$ cat config.mk
export PLATFORM = sky130hd
export DESIGN_NAME = retospect_tickgen
export DESIGN_NICKNAME = d
export VERILOG_FILES = /design/src/rtl/retospect_tickgen.sv
export SDC_FILE = /design/constraint.sdc
export NUM_CORES = 1
export LEC_CHECK = 0
export BUFFER_PORTS_ARGS = -buffer_cell sky130_fd_sc_hd__buf_2
export CORE_MARGIN = 8
export CORE_UTILIZATION = 52
export CTS_CLUSTER_SIZE = 25
export DETAILED_ROUTE_END_ITERATION = 7
export PLACE_DENSITY = 0.8
export SLEW_MARGIN = 25
export SYNTH_ARGS = -nofsm -noshare
export SYNTH_HDL_FRONTEND = slang
export SYNTH_SLANG_ARGS = --single-unit
$ cat constraint.sdc
create_clock -name clk -period 2 [get_ports clk]
set_input_delay 0.4 -clock clk [delete_from_list [all_inputs] [get_ports clk]]
set_output_delay 0.4 -clock clk [all_outputs]
set_load 0.02 [all_outputs]
$ cat src/rtl/retospect_tickgen.sv
// rtl/retospect_tickgen.sv - multi-channel decay-tick generator loaded through a serial config chain
// Optional per-channel sync phase offset: define TICKGEN_PHASE_EN.
module retospect_tickgen #(
    parameter int NUM_CH = 6,
    parameter int CNT_W  = 8
) (
    input  logic              clk,
    input  logic              reset,
    input  logic              sync,
    input  logic              config_en,
    input  logic              bs_in,
    output logic              bs_out,
    output logic [NUM_CH-1:0] tick,
    output logic [NUM_CH+1:0] clockbus
);
`ifdef TICKGEN_PHASE_EN
    localparam int CFG_W = 2 * CNT_W + 2;
`else
    localparam int CFG_W = CNT_W + 2;
`endif
    localparam int CHAIN_W = NUM_CH * CFG_W;

    typedef enum logic [1:0] {
        MODE_OFF      = 2'b00,
        MODE_PERIODIC = 2'b01,
        MODE_ONESHOT  = 2'b10,
        MODE_TOGGLE   = 2'b11
    } mode_e;

    logic [CHAIN_W-1:0] chain_q, chain_d;

    // ch0 occupies the top of the chain, so a right shift feeds bs_in into ch0's MSB.
    always_comb begin
        chain_d = chain_q;
        if (config_en && !sync) begin
            chain_d = {bs_in, chain_q[CHAIN_W-1:1]};
        end
    end

    always_ff @(posedge clk) begin
        if (reset) begin
            chain_q <= '0;
        end else begin
            chain_q <= chain_d;
        end
    end

    assign bs_out = chain_q[0];

    for (genvar g = 0; g < NUM_CH; g++) begin : g_ch
        logic [CFG_W-1:0] word;
        logic [CNT_W-1:0] period;
        logic [CNT_W-1:0] sync_load;
        logic [CNT_W-1:0] count_q, count_d;
        mode_e            mode;
        logic             wrap;
        logic             tick_q, tick_d;
        logic             done_q, done_d;

        assign word   = chain_q[(NUM_CH-1-g)*CFG_W +: CFG_W];
        assign period = word[CNT_W-1:0];
        assign mode   = mode_e'(word[CNT_W +: 2]);
        assign wrap   = (count_q == period);

`ifdef TICKGEN_PHASE_EN
        logic [CNT_W-1:0] phase;
        assign phase     = word[CNT_W+2 +: CNT_W];
        assign sync_load = (phase > period) ? '0 : phase;
`else
        assign sync_load = '0;
`endif

        always_comb begin
            count_d = count_q;
            tick_d  = tick_q;
            done_d  = done_q;
            if (sync) begin
                count_d = sync_load;
                tick_d  = 1'b0;
                done_d  = 1'b0;
            end else if (config_en) begin
                tick_d = 1'b0;
            end else begin
                case (mode)
                    MODE_OFF: begin
                        count_d = '0;
                        tick_d  = 1'b0;
                    end
                    MODE_PERIODIC: begin
                        count_d = wrap ? '0 : count_q + 1'b1;
                        tick_d  = wrap;
                    end
                    MODE_ONESHOT: begin
                        if (done_q) begin
                            count_d = '0;
                            tick_d  = 1'b0;
                        end else begin
                            count_d = wrap ? '0 : count_q + 1'b1;
                            tick_d  = wrap;
                            done_d  = wrap;
                        end
                    end
                    MODE_TOGGLE: begin
                        count_d = wrap ? '0 : count_q + 1'b1;
                        if (wrap) begin
                            tick_d = ~tick_q;
                        end
                    end
                endcase
            end
        end

        always_ff @(posedge clk) begin
            if (reset) begin
                count_q <= '0;
                tick_q  <= 1'b0;
                done_q  <= 1'b0;
            end else begin
                count_q <= count_d;
                tick_q  <= tick_d;
                done_q  <= done_d;
            end
        end

        assign tick[g] = tick_q;
    end

    assign clockbus = {tick, 2'b10};

endmodule

==> Implementation_results.wiki <==
{| class="wikitable"
! Metric !! Value
|-
| Status || complete, no violations
|-
| Worst skew pair latency || just over 0.5 ns
|-
| Detailed-route wire length per cell || 13.59 um
|-
| FFs w/ async S/R, synth || 0%
|-
| Pins over their slew limit || 0
|-
| Largest buffer count on any clock path || 2
|-
| End of the critical path || g_ch[5].tick_q
|-
| Hold buffers post-CTS || 0
|-
| Maximum number of pins on one net before global-route repair || 52
|-
| Boundary pin count || 20
|-
| Area fraction of the dominant cell type after synthesis || a little over two fifths
|-
| Clock transition time at the flip-flop clock pins of the worst setup and hold paths || 0.06 ns
|-
| Endpoint type of the worst setup path || register
|-
| Die area || 14120 um2
|-
| Violation count after the first detailed-routing iteration || ~220
|-
| Launching element type of the critical path || register
|-
| Overall fraction of global-route tracks in use || 16.34%
|-
| Yosys Warn Count || 0
|-
| Most used standard cells in the synthesized netlist || nand2_1, dfxtp_1, a21oi_1, xor2_1, nor2_1
|-
| Minimum period implied by the final worst setup slack || 1.822 ns
|-
| Number of flops mapped to enable cells by yosys || 0
|-
| Category of the most critical setup path || register to register
|-
| Final RePlAce weighted congestion || approximately 0.82
|-
| Final clock period utilization by the worst path || between 90% and 100%
|-
| Remaining Overflow, GRT || 0
|-
| Number of vias per cell || 5.444
|-
| CTS tree || yes
|-
| ANT cells || 0
|-
| Timing-limited maximum frequency || 0.5489 GHz
|-
| Number of max-cap violations || 0
|-
| FF+latch count, synth || 120
|-
| Final number of hold-violating endpoints || 0
|-
| Worst r2r src || g_ch[5].count_q[5]
|-
| Vias in the first global route || roughly 4.5k
|-
| Logic depth of the worst register-to-register path || 5
|-
| Terminus of the critical flop-to-flop path || g_ch[5].tick_q
|-
| Height of the die || 118.8 um
|-
| FF-to-FF setup slack || 0.18 ns
|-
| DRT Wirelength || 11460 um
|-
| Mean cell area of the mapped netlist || roughly 8 um2
|-
| Count of different cell masters after synthesis || 34
|-
| Gates resized, CTS repair || 0
|-
| Number of nets with antenna violations after routing || 0
|-
| Post-Synthesis Cell Area || around 5500 um2
|-
| Post-route core utilization || 60.47%
|-
| Largest area contributor in the netlist || dfxtp_1
|-
| Final Net Count || 705
|-
| Number of buffers added on ports || 17
|-
| # clock sinks || 120
|-
| Leak Pwr || 2.386 nW
|-
| Req. time, crit path || 2.43 ns
|-
| CP startpoint || g_ch[5].count_q[5]
|-
| Number of levels in the clock H-tree || 4
|-
| Clock skew after layout || 0.006054 ns
|-
| TritonCTS buffer count || 17
|-
| Share of cells above drive strength 1 || 9.335%
|-
| Worst Tran Pin Value || around 0.65 ns
|-
| Setup Buffers After CTS || 0
|-
| Most used DFF post-synth || dfxtp_1
|-
| Count leader, synth || nand2_1
|-
| Number of failing setup endpoints in the final timing report || 0
|-
| Unrepaired setup endpoints after global routing || false
|-
| Headroom to the max-slew limit || 56.40%
|-
| Pwr/cell area || about 900 nW/um2
|-
| Number of DRC violations after detailed routing || 0
|-
| Overall die width || 118.8 um
|-
| Final setup TNS || 0 ns
|-
| Floorplan Core Area || 10280 um2
|-
| Peak fanout along the critical path || 4
|-
| First-pass GRT wire length || 19640 um
|-
| Initial core utilization || 53.52%
|-
| Number of placement rows || 37
|-
| Classification of the worst-slack hold path || primary input to register
|-
| Syn-to-layout area delta || 12.99%
|-
| Detailed Place HPWL || 7642 um
|-
| Cells taking the most area after synthesis || dfxtp_1, nand2_1, xor2_1, a21oi_1, nor2_1
|-
| Worst Path Arrival || 2.25 ns
|-
| Total vias in the final route || about 4.6k
|-
| Part of the Yosys area used for sequential elements || roughly 44%
|-
| IR drop worst, VDD || 0.0005479 V
|-
| Cell count after synthesis || roughly 700
|-
| Nets in the synthesized netlist || approximately 710
|-
| Clock tree root buffer cell || clkbuf_8
|-
| TritonRoute pass-1 iters || 4
|-
| Number of antenna violations at the first check in global routing || 0
|}
[how the worst min path moves through the flow]
| stage | depth (start not counted) | from | end |
|---|---|---|---|
| 5_1_grt | 3 | bs_in | chain_q[59] |
| 2_1_floorplan | 2 | g_ch[5].done_q | g_ch[5].done_q |
| 3_3_place_gp | 2 | g_ch[5].done_q | g_ch[5].done_q |
| 4_1_cts | 3 | bs_in | chain_q[59] |
| 6_report | 3 | bs_in | chain_q[59] |
| 3_5_place_dp | 2 | chain_q[5] | chain_q[4] |
[routing by layer]
| layer | wire length [um] | vias up | GRT usage, % | part of all wire (%) |
|---|---|---|---|---|
| li1 | - | 2315 | - | - |
| met1 | 4994 | 2169 | 18.34 | 44 |
| met2 | 5792 | 84 | 29.57 | 51 |
| met3 | 498 | 21 | 3.684 | 4.3 |
| met4 | 173 | 0 | 6.166 | 1.5 |
| met5 | 0 | - | 0 | 0 |
[placed cells by master, fill, tap and decap left out, types with 7 or more instances in the layout]
| cell type | n |
|---|---|
| a21oi_1 | 91 |
| a31oi_1 | 13 |
| and2_1 | 7 |
| and3_1 | 10 |
| buf_2 | 17 |
| buf_4 | 12 |
| clkbuf_16 | 16 |
| dfxtp_1 | 120 |
| nand2_1 | 159 |
| nand3_1 | 21 |
| nand4b_1 | 7 |
| nor2_1 | 50 |
| nor2b_1 | 8 |
| nor3_1 | 10 |
| nor3b_1 | 9 |
| nor4_1 | 9 |
| o21ai_0 | 16 |
| xnor2_1 | 13 |
| xor2_1 | 60 |
[where the power goes]
part | internal, mW | leakage [nW] | switching (mW) | total (mW)
clock | 1.96 | 0.277 | 1.06 | 3.02
combinational | 0.0356 | 1.14 | 0.118 | 0.154
sequential | 2.39 | 0.966 | 0.00481 | 2.40
[logic make-up (layout without fill, tap and decap cells)]
| family | Yosys count | count (layout) | synth area share [%] |
|---|---|---|---|
| simple gates | 309 | 309 | 25.89 |
| compound gates | 128 | 128 | 12.24 |
| flops | 120 | 120 | 43.68 |
| xor+xnor | 73 | 73 | 11.62 |
| buf+inv | 55 | 67 | 4.709 |
| fa+ha+maj | 6 | 6 | 1.365 |
| other cells | 2 | 2 | 0.1365 |
| mux | 2 | 2 | 0.3640 |
[flip-flops by register name, summed over array words and instances, names as in the netlist]
name and flops:
g_ch.tick_q 6, chain_q 60, g_ch.count_q 48, g_ch.done_q 6
[final cells by class]
type / count / area, um2
fill: 873 / 4063
multi-input combinational: 520 / 2849
sequential: 120 / 2402
clock buffer: 21 / 449.2
timing repair buffer: 29 / 175.2
tap: 136 / 170.2
clock inverter: 11 / 146.4
inverter: 6 / 22.52
[worst max-delay path: stages (launching register included)]
cell	delay, ns
dfxtp_1	0.34
xor2_1	0.18
nor4_2	0.42
nand2_2	0.12
or4b_1	0.52
a31oi_1	0.17
[per-stage QoR]
| step | worst slack, ns | area [um2] | hold slack, ns | cells | total power [mW] |
|---|---|---|---|---|---|
| after floorplan | 0.2851 | 5500 | 0.4473 | 695 | 2.559 |
| after global placement | 0.2749 | 5619 | 0.4624 | 811 | 2.599 |
| after detailed placement | 0.1801 | 5619 | 0.4736 | 811 | 2.604 |
| after CTS | 0.1693 | 6215 | 0.1153 | 843 | 5.610 |
| after global routing | 0.04077 | 6215 | 0.1364 | 843 | 5.736 |
| final | 0.1781 | 6215 | 0.1280 | 843 | 5.573 |
No activity file was read; power rests on OpenSTA's default activity.
